**config.mk**
```make
export PLATFORM = sky130hd
export DESIGN_NAME = mem_bus_arbiter_flat
export DESIGN_NICKNAME = d
export VERILOG_FILES = /design/src/rtl/mem_bus_arbiter_if.sv /design/src/rtl/mem_bus_arbiter.sv /design/src/flat_wrapper.sv
export SDC_FILE = /design/constraint.sdc
export NUM_CORES = 1
export LEC_CHECK = 0
export CAP_MARGIN = 20
export CELL_PAD_IN_SITES_DETAIL_PLACEMENT = 0
export CELL_PAD_IN_SITES_GLOBAL_PLACEMENT = 1
export CORE_MARGIN = 5
export CORE_UTILIZATION = 30
export CTS_BUF_LIST = sky130_fd_sc_hd__clkbuf_4 sky130_fd_sc_hd__clkbuf_8
export DETAILED_ROUTE_END_ITERATION = 6
export GPL_TIMING_DRIVEN = 0
export PLACE_DENSITY = 0.88
export SLEW_MARGIN = 40
export SYNTH_ARGS = -nofsm -noshare
export SYNTH_HDL_FRONTEND = slang
export SYNTH_SLANG_ARGS = --single-unit
export TNS_END_PERCENT = 20
```
**constraint.sdc**
```tcl
create_clock -name clk -period 4.9 [get_ports clk]
set_clock_uncertainty 0.15 [all_clocks]
set_input_delay 0.98 -clock clk [delete_from_list [all_inputs] [get_ports clk]]
set_output_delay 0.98 -clock clk [all_outputs]
set_load 0.01 [all_outputs]
```
**src/rtl/mem_bus_arbiter_if.sv**
```systemverilog
// Bundles the CPU, DMA and memory side signals of the memory port arbiter.
// The master modport is the view of whoever drives the requests and models
// memory (the bench). The slave modport is the arbiter's view.
interface mem_bus_if;
    logic        cpu_req;
    logic        cpu_we;
    logic        cpu_byte;
    logic [31:0] cpu_addr;
    logic [31:0] cpu_wdata;
    logic        cpu_ack;
    logic        dma_req;
    logic        dma_we;
    logic [31:0] dma_addr;
    logic [31:0] dma_wdata;
    logic        dma_ack;
    logic [31:0] rdata;
    logic        mem_read;
    logic [1:0]  mem_write;
    logic [31:0] mem_addr;
    logic [31:0] mem_wdata;
    logic [31:0] mem_rdata;
    logic        busy;
    logic        owner;

    modport master (
        output cpu_req, cpu_we, cpu_byte, cpu_addr, cpu_wdata,
        output dma_req, dma_we, dma_addr, dma_wdata,
        output mem_rdata,
        input  cpu_ack, dma_ack, rdata,
        input  mem_read, mem_write, mem_addr, mem_wdata,
        input  busy, owner
    );

    modport slave (
        input  cpu_req, cpu_we, cpu_byte, cpu_addr, cpu_wdata,
        input  dma_req, dma_we, dma_addr, dma_wdata,
        input  mem_rdata,
        output cpu_ack, dma_ack, rdata,
        output mem_read, mem_write, mem_addr, mem_wdata,
        output busy, owner
    );
endinterface

```
**src/rtl/mem_bus_arbiter.sv**
```systemverilog
// Memory port arbiter shared by the CPU and the DMA engine.
// Each access runs issue -> wait MEM_LAT -> ack -> one idle cycle. The CPU has
// fixed priority, but after MAX_SKIP consecutive CPU grants while DMA is
// waiting, the DMA is granted. Every output is a register.
module mem_bus_arbiter #(
    parameter int MEM_LAT  = 2,
    parameter int MAX_SKIP = 4
) (
    input  logic      clk,
    input  logic      rst,
    mem_bus_if.slave  bus
);

    localparam int CNT_W  = $clog2(MEM_LAT + 1);
    localparam int SKIP_W = $clog2(MAX_SKIP + 1);
    localparam logic [CNT_W-1:0]  CNT_INIT = CNT_W'(MEM_LAT - 1);
    localparam logic [SKIP_W-1:0] SKIP_LIM = SKIP_W'(MAX_SKIP);

    typedef enum logic [1:0] {IDLE, WAIT, DONE} state_t;

    state_t              state, state_n;
    logic [CNT_W-1:0]    cnt, cnt_n;
    logic [SKIP_W-1:0]   skip, skip_n;
    logic                lat_we, lat_we_n;
    logic                lat_byte, lat_byte_n;
    logic                owner_n;
    logic                grant_dma, grant_cpu;
    logic                mem_read_n;
    logic [1:0]          mem_write_n;
    logic [31:0]         mem_addr_n, mem_wdata_n, rdata_n;
    logic                cpu_ack_n, dma_ack_n;

    // Next-state, arbitration and registered-output values
    always_comb begin
        state_n     = state;
        cnt_n       = cnt;
        skip_n      = skip;
        lat_we_n    = lat_we;
        lat_byte_n  = lat_byte;
        owner_n     = bus.owner;
        mem_read_n  = 1'b0;
        mem_write_n = 2'd0;
        mem_addr_n  = bus.mem_addr;
        mem_wdata_n = bus.mem_wdata;
        rdata_n     = bus.rdata;
        cpu_ack_n   = 1'b0;
        dma_ack_n   = 1'b0;
        grant_dma   = 1'b0;
        grant_cpu   = 1'b0;

        unique case (state)
            IDLE: begin
                grant_dma = bus.dma_req && (!bus.cpu_req || skip == SKIP_LIM);
                grant_cpu = !grant_dma && bus.cpu_req;
                if (grant_dma) begin
                    owner_n    = 1'b1;
                    lat_we_n   = bus.dma_we;
                    lat_byte_n = 1'b0;
                    mem_addr_n = bus.dma_addr;
                    skip_n     = '0;
                    if (bus.dma_we) begin
                        mem_write_n = 2'd2;
                        mem_wdata_n = bus.dma_wdata;
                    end else begin
                        mem_read_n = 1'b1;
                    end
                end else if (grant_cpu) begin
                    owner_n    = 1'b0;
                    lat_we_n   = bus.cpu_we;
                    lat_byte_n = bus.cpu_byte;
                    mem_addr_n = bus.cpu_addr;
                    // Count CPU wins only while the DMA is actually waiting
                    if (bus.dma_req)
                        skip_n = (skip == SKIP_LIM) ? skip : skip + 1'b1;
                    else
                        skip_n = '0;
                    if (bus.cpu_we) begin
                        mem_write_n = bus.cpu_byte ? 2'd3 : 2'd1;
                        mem_wdata_n = bus.cpu_wdata;
                    end else begin
                        mem_read_n = 1'b1;
                    end
                end
                if (grant_dma || grant_cpu) begin
                    cnt_n   = CNT_INIT;
                    state_n = WAIT;
                end
            end
            WAIT: begin
                if (cnt != '0) begin
                    cnt_n = cnt - 1'b1;
                end else begin
                    if (!lat_we)
                        rdata_n = lat_byte ? {24'b0, bus.mem_rdata[7:0]} : bus.mem_rdata;
                    cpu_ack_n = !bus.owner;
                    dma_ack_n = bus.owner;
                    state_n   = DONE;
                end
            end
            DONE: begin
                state_n = IDLE;
            end
            default: state_n = IDLE;
        endcase
    end

    // State and output registers, all cleared by the active-low reset
    always_ff @(posedge clk) begin
        if (!rst) begin
            state         <= IDLE;
            cnt           <= '0;
            skip          <= '0;
            lat_we        <= 1'b0;
            lat_byte      <= 1'b0;
            bus.owner     <= 1'b0;
            bus.mem_read  <= 1'b0;
            bus.mem_write <= 2'd0;
            bus.mem_addr  <= '0;
            bus.mem_wdata <= '0;
            bus.rdata     <= '0;
            bus.cpu_ack   <= 1'b0;
            bus.dma_ack   <= 1'b0;
            bus.busy      <= 1'b0;
        end else begin
            state         <= state_n;
            cnt           <= cnt_n;
            skip          <= skip_n;
            lat_we        <= lat_we_n;
            lat_byte      <= lat_byte_n;
            bus.owner     <= owner_n;
            bus.mem_read  <= mem_read_n;
            bus.mem_write <= mem_write_n;
            bus.mem_addr  <= mem_addr_n;
            bus.mem_wdata <= mem_wdata_n;
            bus.rdata     <= rdata_n;
            bus.cpu_ack   <= cpu_ack_n;
            bus.dma_ack   <= dma_ack_n;
            bus.busy      <= (state_n != IDLE);
        end
    end

endmodule

```
**src/flat_wrapper.sv**
```systemverilog
// flat-port wrapper written by rule: the top's interface ports become plain ports
module mem_bus_arbiter_flat 
#(
    parameter int MEM_LAT  = 2,
    parameter int MAX_SKIP = 4
)
  (clk, rst, bus_cpu_req, bus_cpu_we, bus_cpu_byte, bus_cpu_addr, bus_cpu_wdata, bus_dma_req, bus_dma_we, bus_dma_addr, bus_dma_wdata, bus_mem_rdata, bus_cpu_ack, bus_dma_ack, bus_rdata, bus_mem_read, bus_mem_write, bus_mem_addr, bus_mem_wdata, bus_busy, bus_owner);
  mem_bus_if bus_i ();
  input  logic clk;
  input  logic rst;
  input wire logic [$bits(bus_i.cpu_req)-1:0] bus_cpu_req;
  input wire logic [$bits(bus_i.cpu_we)-1:0] bus_cpu_we;
  input wire logic [$bits(bus_i.cpu_byte)-1:0] bus_cpu_byte;
  input wire logic [$bits(bus_i.cpu_addr)-1:0] bus_cpu_addr;
  input wire logic [$bits(bus_i.cpu_wdata)-1:0] bus_cpu_wdata;
  input wire logic [$bits(bus_i.dma_req)-1:0] bus_dma_req;
  input wire logic [$bits(bus_i.dma_we)-1:0] bus_dma_we;
  input wire logic [$bits(bus_i.dma_addr)-1:0] bus_dma_addr;
  input wire logic [$bits(bus_i.dma_wdata)-1:0] bus_dma_wdata;
  input wire logic [$bits(bus_i.mem_rdata)-1:0] bus_mem_rdata;
  output wire logic [$bits(bus_i.cpu_ack)-1:0] bus_cpu_ack;
  output wire logic [$bits(bus_i.dma_ack)-1:0] bus_dma_ack;
  output wire logic [$bits(bus_i.rdata)-1:0] bus_rdata;
  output wire logic [$bits(bus_i.mem_read)-1:0] bus_mem_read;
  output wire logic [$bits(bus_i.mem_write)-1:0] bus_mem_write;
  output wire logic [$bits(bus_i.mem_addr)-1:0] bus_mem_addr;
  output wire logic [$bits(bus_i.mem_wdata)-1:0] bus_mem_wdata;
  output wire logic [$bits(bus_i.busy)-1:0] bus_busy;
  output wire logic [$bits(bus_i.owner)-1:0] bus_owner;
  assign bus_i.cpu_req = bus_cpu_req;
  assign bus_i.cpu_we = bus_cpu_we;
  assign bus_i.cpu_byte = bus_cpu_byte;
  assign bus_i.cpu_addr = bus_cpu_addr;
  assign bus_i.cpu_wdata = bus_cpu_wdata;
  assign bus_i.dma_req = bus_dma_req;
  assign bus_i.dma_we = bus_dma_we;
  assign bus_i.dma_addr = bus_dma_addr;
  assign bus_i.dma_wdata = bus_dma_wdata;
  assign bus_i.mem_rdata = bus_mem_rdata;
  assign bus_cpu_ack = bus_i.cpu_ack;
  assign bus_dma_ack = bus_i.dma_ack;
  assign bus_rdata = bus_i.rdata;
  assign bus_mem_read = bus_i.mem_read;
  assign bus_mem_write = bus_i.mem_write;
  assign bus_mem_addr = bus_i.mem_addr;
  assign bus_mem_wdata = bus_i.mem_wdata;
  assign bus_busy = bus_i.busy;
  assign bus_owner = bus_i.owner;
  mem_bus_arbiter #(.MEM_LAT(MEM_LAT), .MAX_SKIP(MAX_SKIP)) u_core (.clk(clk), .rst(rst), .bus(bus_i));
endmodule
```
==> impl_metrics.yaml, run 1 <==
status:
  status: "finished, final reports clean"
timing:
  hold_slack_ps: 306
  hold_violations: 0
  worst_pin_slew_ps: 703
  slew_headroom_pct: 53.1
  timing.fmax_mhz: 353
  setup_viol: 0
  tns_ps: 0
  layout_min_cycle_time_ps: 2830
  post-route-period-util_pct: 57.8
  rsz0062_at_grt: "no"
  slew_violations: 0
floorplanning:
  coreArea_mm2: 0.0171
  row_count: 48
  start_util_pct: 30.2
  io-pin-count: 270
  die_h_um: 141
  die_area_mm2: 0.0199
  die_w_um: 141
clock_network:
  insertion_delay_ps: 380
  cts_resized: 0
  clockRootBuffer: "clkbuf_8"
  cts_buffers: 9
  cts_tree: "done"
  htreeDepth: 3
  clk_pin_slew_ps: 110
  cts_buffer_depth: 2
  hold_buffers: 0
  post_cts_buffers: 0
  cts.sinks: 112
yosys:
  ys.flop_type: "dfxtp_1"
  ys_seq_area_share_pct: 43.5
  synth-edff-count: 0
  ys_ff_latch: 112
  ys_async_sr_fraction_pct: 0
  synth_area_mm2: 0.00516
  syn-num-nets: 777
  synth_cell_types: 37
  synth_most_common_cell: "dfxtp_1"
  netlist.area_leader.share_pct: 43.5
  synthesis.instances: 607
  postSynthAreaPerCell_um2: 8.49
  ys_top_cells_by_area: "dfxtp_1 43%, a311oi_1 11%, a21oi_1 6.9%, o21ai_0 6.7%, nand3_1 6.5%"
  ys_warn_count: 0
  yosysTopAreaCell: "dfxtp_1"
  netlist_top_cells_count: "112 x dfxtp_1, 71 x a21oi_1, 69 x o21ai_0"
critical_path:
  crit_path_max_fanout: 10
  r2r-end: "u_core.bus.mem_write[1]"
  r2r_cells: 6
  path_class: "in -> reg"
  startpoint: "bus_cpu_req"
  path_cells: "clkdlybuf4s50_1 > a21boi_2 > clkbuf_1 > o2111ai_1 > a21oi_1"
  critPathMaxStageDelay_ps: 630
  crit_arrival_ps: 2980
  startpoint_type: "input pin"
  crit_end: "u_core.bus.mem_write[1]"
  cp.required_ps: 5040
  r2r-start: "u_core.skip[0]"
  slowest_stage: "clkdlybuf4s50_1"
  reg2reg_slack_ps: 2690
  cp-end-kind: "flop"
placed_design:
  place_inst: 1100
  io_buffers: 268
  placed_cell_area_mm2: 0.00812
  dp_hpwl_um: 15800
  place_congestion: 0.829
grt:
  antenna_found_initial: 0
  grt_first_pass_wirelength_um: 32400
  overflow: 0
  grt_max_degree: 20
  grt_pass1_vias: 6079
  grtUsageTotal_pct: 20.2
finish:
  n_antenna_cell: 0
  final_cell_area_mm2: 0.00832
  stdcell_count: 1116
  drive_gt1_share_pct: 5.27
  nNetsFinal: 1056
  fillers: 1692
  multi_input_area_mm2: 0.00254
  area_delta_synth_final_pct: 61.4
  seq_area_mm2: 0.00224
pwr:
  power.share.sequential_pct: 44.6
  switching_share_pct: 30.8
  pwr_density_cell_mw_per_mm2: 283
  ir_drop_uv: 137
  power_switching_mw: 0.725
  leakage_nw: 2.75
  p_clk_share_pct: 24.7
  internal-power_mw: 1.63
  power_frac_comb_pct: 30.7
detailed_routing:
  viasPerCell: 5.37
  dr.first_iter.drc_count: 298
  wl_um: 21000
  final_antenna_net_count: 0
  vias: 5993
  drt_pass1_iterations: 7
  drcViolationCount: 0
  avgRoutedWirePerCell_um: 18.8
hold_path:
  hold_path_class: "reg -> reg"
flow_run:
  cap_viol_max_count: 0
how the worst min path moves through the flow:
stage / startpoint / to / slack (ps) / cells after the start
CTS: u_core.bus.rdata[16] / u_core.bus.rdata[16] / 310 / 2
global route: u_core.bus.rdata[27] / u_core.bus.rdata[27] / 330 / 2
floorplan: u_core.cnt[0] / u_core.cnt[0] / 290 / 1
finish: u_core.bus.rdata[11] / u_core.bus.rdata[11] / 310 / 2
detailed placement: u_core.bus.rdata[16] / u_core.bus.rdata[16] / 290 / 2
global placement: u_core.bus.rdata[29] / u_core.bus.rdata[29] / 290 / 2
metrics by stage:
step	util (%)	total power, mW	setup slack (ps)
2_1_floorplan	-	1.39	2710
3_3_place_gp	47.6	1.79	1650
3_5_place_dp	47.6	1.80	1660
4_1_cts	48.8	2.39	2070
5_1_grt	48.8	2.48	1910
6_report	48.8	2.36	2070
sequential cells by signal, indices dropped and copies added, names as in the netlist:
name	flops
u_core.state	2
u_core.bus.mem_addr	32
u_core.bus.cpu_ack	1
u_core.cnt	2
u_core.lat_byte	1
u_core.bus.mem_read	1
u_core.bus.rdata	32
u_core.skip	3
u_core.lat_we	1
u_core.bus.owner	1
u_core.bus.mem_wdata	32
u_core.bus.mem_write	2
u_core.bus.dma_ack	1
u_core.bus.busy	1
cell usage in the layout (no fill, tap or decap), types with 4 or more instances in the layout:
| cell type | n |
|---|---|
| clkbuf_1 | 53 |
| a311oi_1 | 64 |
| nand3_1 | 67 |
| inv_1 | 6 |
| clkbuf_8 | 9 |
| nor2b_1 | 4 |
| o21a_1 | 4 |
| nand2_1 | 42 |
| o21ai_0 | 69 |
| a21oi_1 | 71 |
| dfxtp_1 | 112 |
| a221oi_1 | 32 |
| nand4_1 | 4 |
| nand3b_1 | 24 |
| buf_2 | 21 |
| clkdlybuf4s50_1 | 268 |
per-layer routing:
| metal | vias up | wire, um | GRT usage [%] |
|---|---|---|---|
| li1 | 2881 | - | - |
| met3 | 38 | 1680 | 5.39 |
| met2 | 258 | 9960 | 33.2 |
| met5 | - | 0 | 0 |
| met1 | 2816 | 8750 | 25.4 |
| met4 | 0 | 588 | 7.75 |
cells by family (layout without fill, tap and decap cells):
group                      count (synthesis)  count (layout)  synth area share (%)
AOI/OAI and AO/OA                        251             251                  32.5
and+or+nand+nor                          155             155                  16.0
DFF                                      112             112                  43.5
buffers and inverters                     86             370                  7.28
adders and majority gates                  3               3                 0.728
final cells by class:
cell class                 instances  share of cell area [%]
sequential                       112                    26.9
clock buffer                       9                    1.49
buffer                            80                    4.24
multi-input combinational        409                    30.5
inverter                           6                   0.271
tap                              225                    3.38
clock inverter                     7                   0.962
timing repair buffer             268                    32.2
critical path, delay by kind of cell:
family | cells | cell delay (ps)
AOI/OAI and AO/OA | 3 | 930
buffers and inverters | 2 | 1070
power by group through the flow:
stage / Combinational [mW] / Clock [mW] / Sequential (mW)
3_5_place_dp: 0.726 / 0 / 1.07
3_3_place_gp: 0.724 / 0 / 1.07
6_report: 0.724 / 0.582 / 1.05
4_1_cts: 0.729 / 0.609 / 1.05
5_1_grt: 0.784 / 0.636 / 1.06
2_1_floorplan: 0.283 / 0 / 1.10
Power figures use the tool's default switching activity.
==> run 2, diff against run 1 <==
- CORE_UTILIZATION: 30 -> 26
- PLACE_DENSITY: 0.88 -> 0.81
- clock period: 4.9 -> 2.5 ns (I/O delays scaled with it)
==> run 2 against run 1 <==
- via count about the same
- final cell count increased by 3.5%
- sequential power increased by 96%
- clock power increased by 120%
- critical path depth increased by 1
- hold slack got worse by 0.96 ps
- count of clock-buffer cells in the layout increased by 3
- critical path type unchanged
- flip-flop and latch count unchanged
- largest cell class unchanged
- combinational power increased by 96%
- cell area increased by 1.1%
==> impl_metrics.yaml, run 2 (synthesized netlist as in run 1, its figures left out) <==
status:
  status: "finished, final reports clean"
clock_network:
  hold_buffers: 0
  clockRootBuffer: "clkbuf_8"
  post_cts_buffers: 0
  htreeDepth: 3
  cts_buffers: 9
  clk_pin_slew_ps: 120
  cts_tree: "done"
  insertion_delay_ps: 370
  cts_resized: 0
  cts_buffer_depth: 2
  cts.sinks: 112
finish:
  nNetsFinal: 1055
  fin_util_pct: 43.1
  final_cell_mix: "268 x clkdlybuf4s50_1, 112 x dfxtp_1, 71 x a21oi_1, 69 x o21ai_0, 67 x nand3_1"
  drive_gt1_share_pct: 5.28
  final_common_cell: "clkdlybuf4s50_1"
  reg_top3: "u_core.bus.mem_addr: 32 flops, u_core.bus.mem_wdata: 32 flops, u_core.bus.rdata: 32 flops"
  area_delta_synth_final_pct: 63.2
  fillers: 2043
  n_antenna_cell: 0
detailed_routing:
  viasPerCell: 5.19
  drt_pass1_iterations: 4
  vias: 5994
  drcViolationCount: 0
  final_antenna_net_count: 0
  wl_um: 21900
  avgRoutedWirePerCell_um: 19.0
  dr.first_iter.drc_count: 259
timing:
  hold_violations: 0
  timing.fmax_mhz: 425
  setup_viol: 0
  slew_violations: 0
  rsz0062_at_grt: "no"
  slew_headroom_pct: 55.1
  post-route-period-util_pct: 94.1
  hold_slack_ps: 305
  layout_min_cycle_time_ps: 2350
  worst_pin_slew_ps: 674
floorplanning:
  die_h_um: 151
  die_area_mm2: 0.0227
  io-pin-count: 270
  coreArea_mm2: 0.0195
  die_w_um: 151
  start_util_pct: 26.4
  row_count: 51
pwr:
  power.share.sequential_pct: 43.1
  switching_share_pct: 29.3
  internal-power_mw: 3.37
  pwr_density_cell_mw_per_mm2: 567
  leakage_nw: 2.78
  power_frac_comb_pct: 29.8
  ir_drop_uv: 265
  power_switching_mw: 1.40
  p_clk_share_pct: 27.1
flow_run:
  cap_viol_max_count: 0
grt:
  overflow: 0
  grt_pass1_vias: 6000
  grt_max_degree: 18
  antenna_found_initial: 1
  grt.busiest_layer: "met2"
  grt_first_pass_wirelength_um: 33800
  grtUsageTotal_pct: 18.9
  grt.met3_usage_pct: 5.27
  met1_usage_pct: 24.1
  gr-usage-met2_pct: 30.9
placed_design:
  place_congestion: 0.789
  dp_hpwl_um: 16700
  io_buffers: 268
hold_path:
  hold_path_class: "reg -> reg"
critical_path:
  path_class: "in -> reg"
  crit_path_max_fanout: 10
  startpoint_type: "input pin"
  cp-end-kind: "flop"
  cp.required_ps: 2650
  crit_arrival_ps: 2500
[run 2: area by class of cell]
type                            count  area (um2)  share of cell area (%)
Sequential cell                   112        2240                    26.7
Multi-Input combinational cell    409        2550                    30.3
Clock inverter                      4        73.8                   0.877
Inverter                            6        22.5                   0.268
Timing Repair Buffer              268        2680                    31.9
Tap cell                          265         332                    3.94
Clock buffer                       12         165                    1.96
Buffer                             79         349                    4.15
[run 2: critical path, cell delays in order]
cell and delay [ps]:
clkdlybuf4s50_1 550, a21bo_2 280, buf_4 180, clkbuf_1 460, nand3_1 220, a311oi_1 310
[run 2: metal layers]
metal	wire [um]	vias up
met5	12	-
met4	516	2
met3	1950	36
met2	10300	246
met1	9180	2828
li1	-	2882
[run 2: final timing paths]
check,from,endpoint,slack [ps],cells past startpoint
setup / recovery,bus_cpu_req,u_core.bus.mem_wdata[29],150,6
hold / removal,u_core.bus.rdata[18],u_core.bus.rdata[18],310,2
setup reg to reg,u_core.skip[0],u_core.bus.mem_wdata[29],270,7
hold reg to reg,u_core.bus.rdata[18],u_core.bus.rdata[18],310,2
[run 2: metrics by stage]
step / instances / total power, mW / setup TNS (ps) / worst slack [ps] / instance area (um2)
after floorplan: 607 / 2.72 / 0 / 724 / 5160
after global placement: 1140 / 3.53 / -12930 / -285 / 8170
after detailed placement: 1140 / 3.53 / -15610 / -311 / 8170
after CTS: 1156 / 4.84 / 0 / 96.4 / 8410
after global routing: 1155 / 5.04 / 0 / 43.6 / 8410
final: 1155 / 4.77 / 0 / 147 / 8410
[run 2: power by group through the flow]
stage	combinational (mW)	clock (mW)	sequential [mW]
global placement	1.43	0	2.09
floorplan	0.555	0	2.17
finish	1.42	1.29	2.06
detailed placement	1.44	0	2.10
global route	1.55	1.41	2.08
CTS	1.44	1.35	2.06
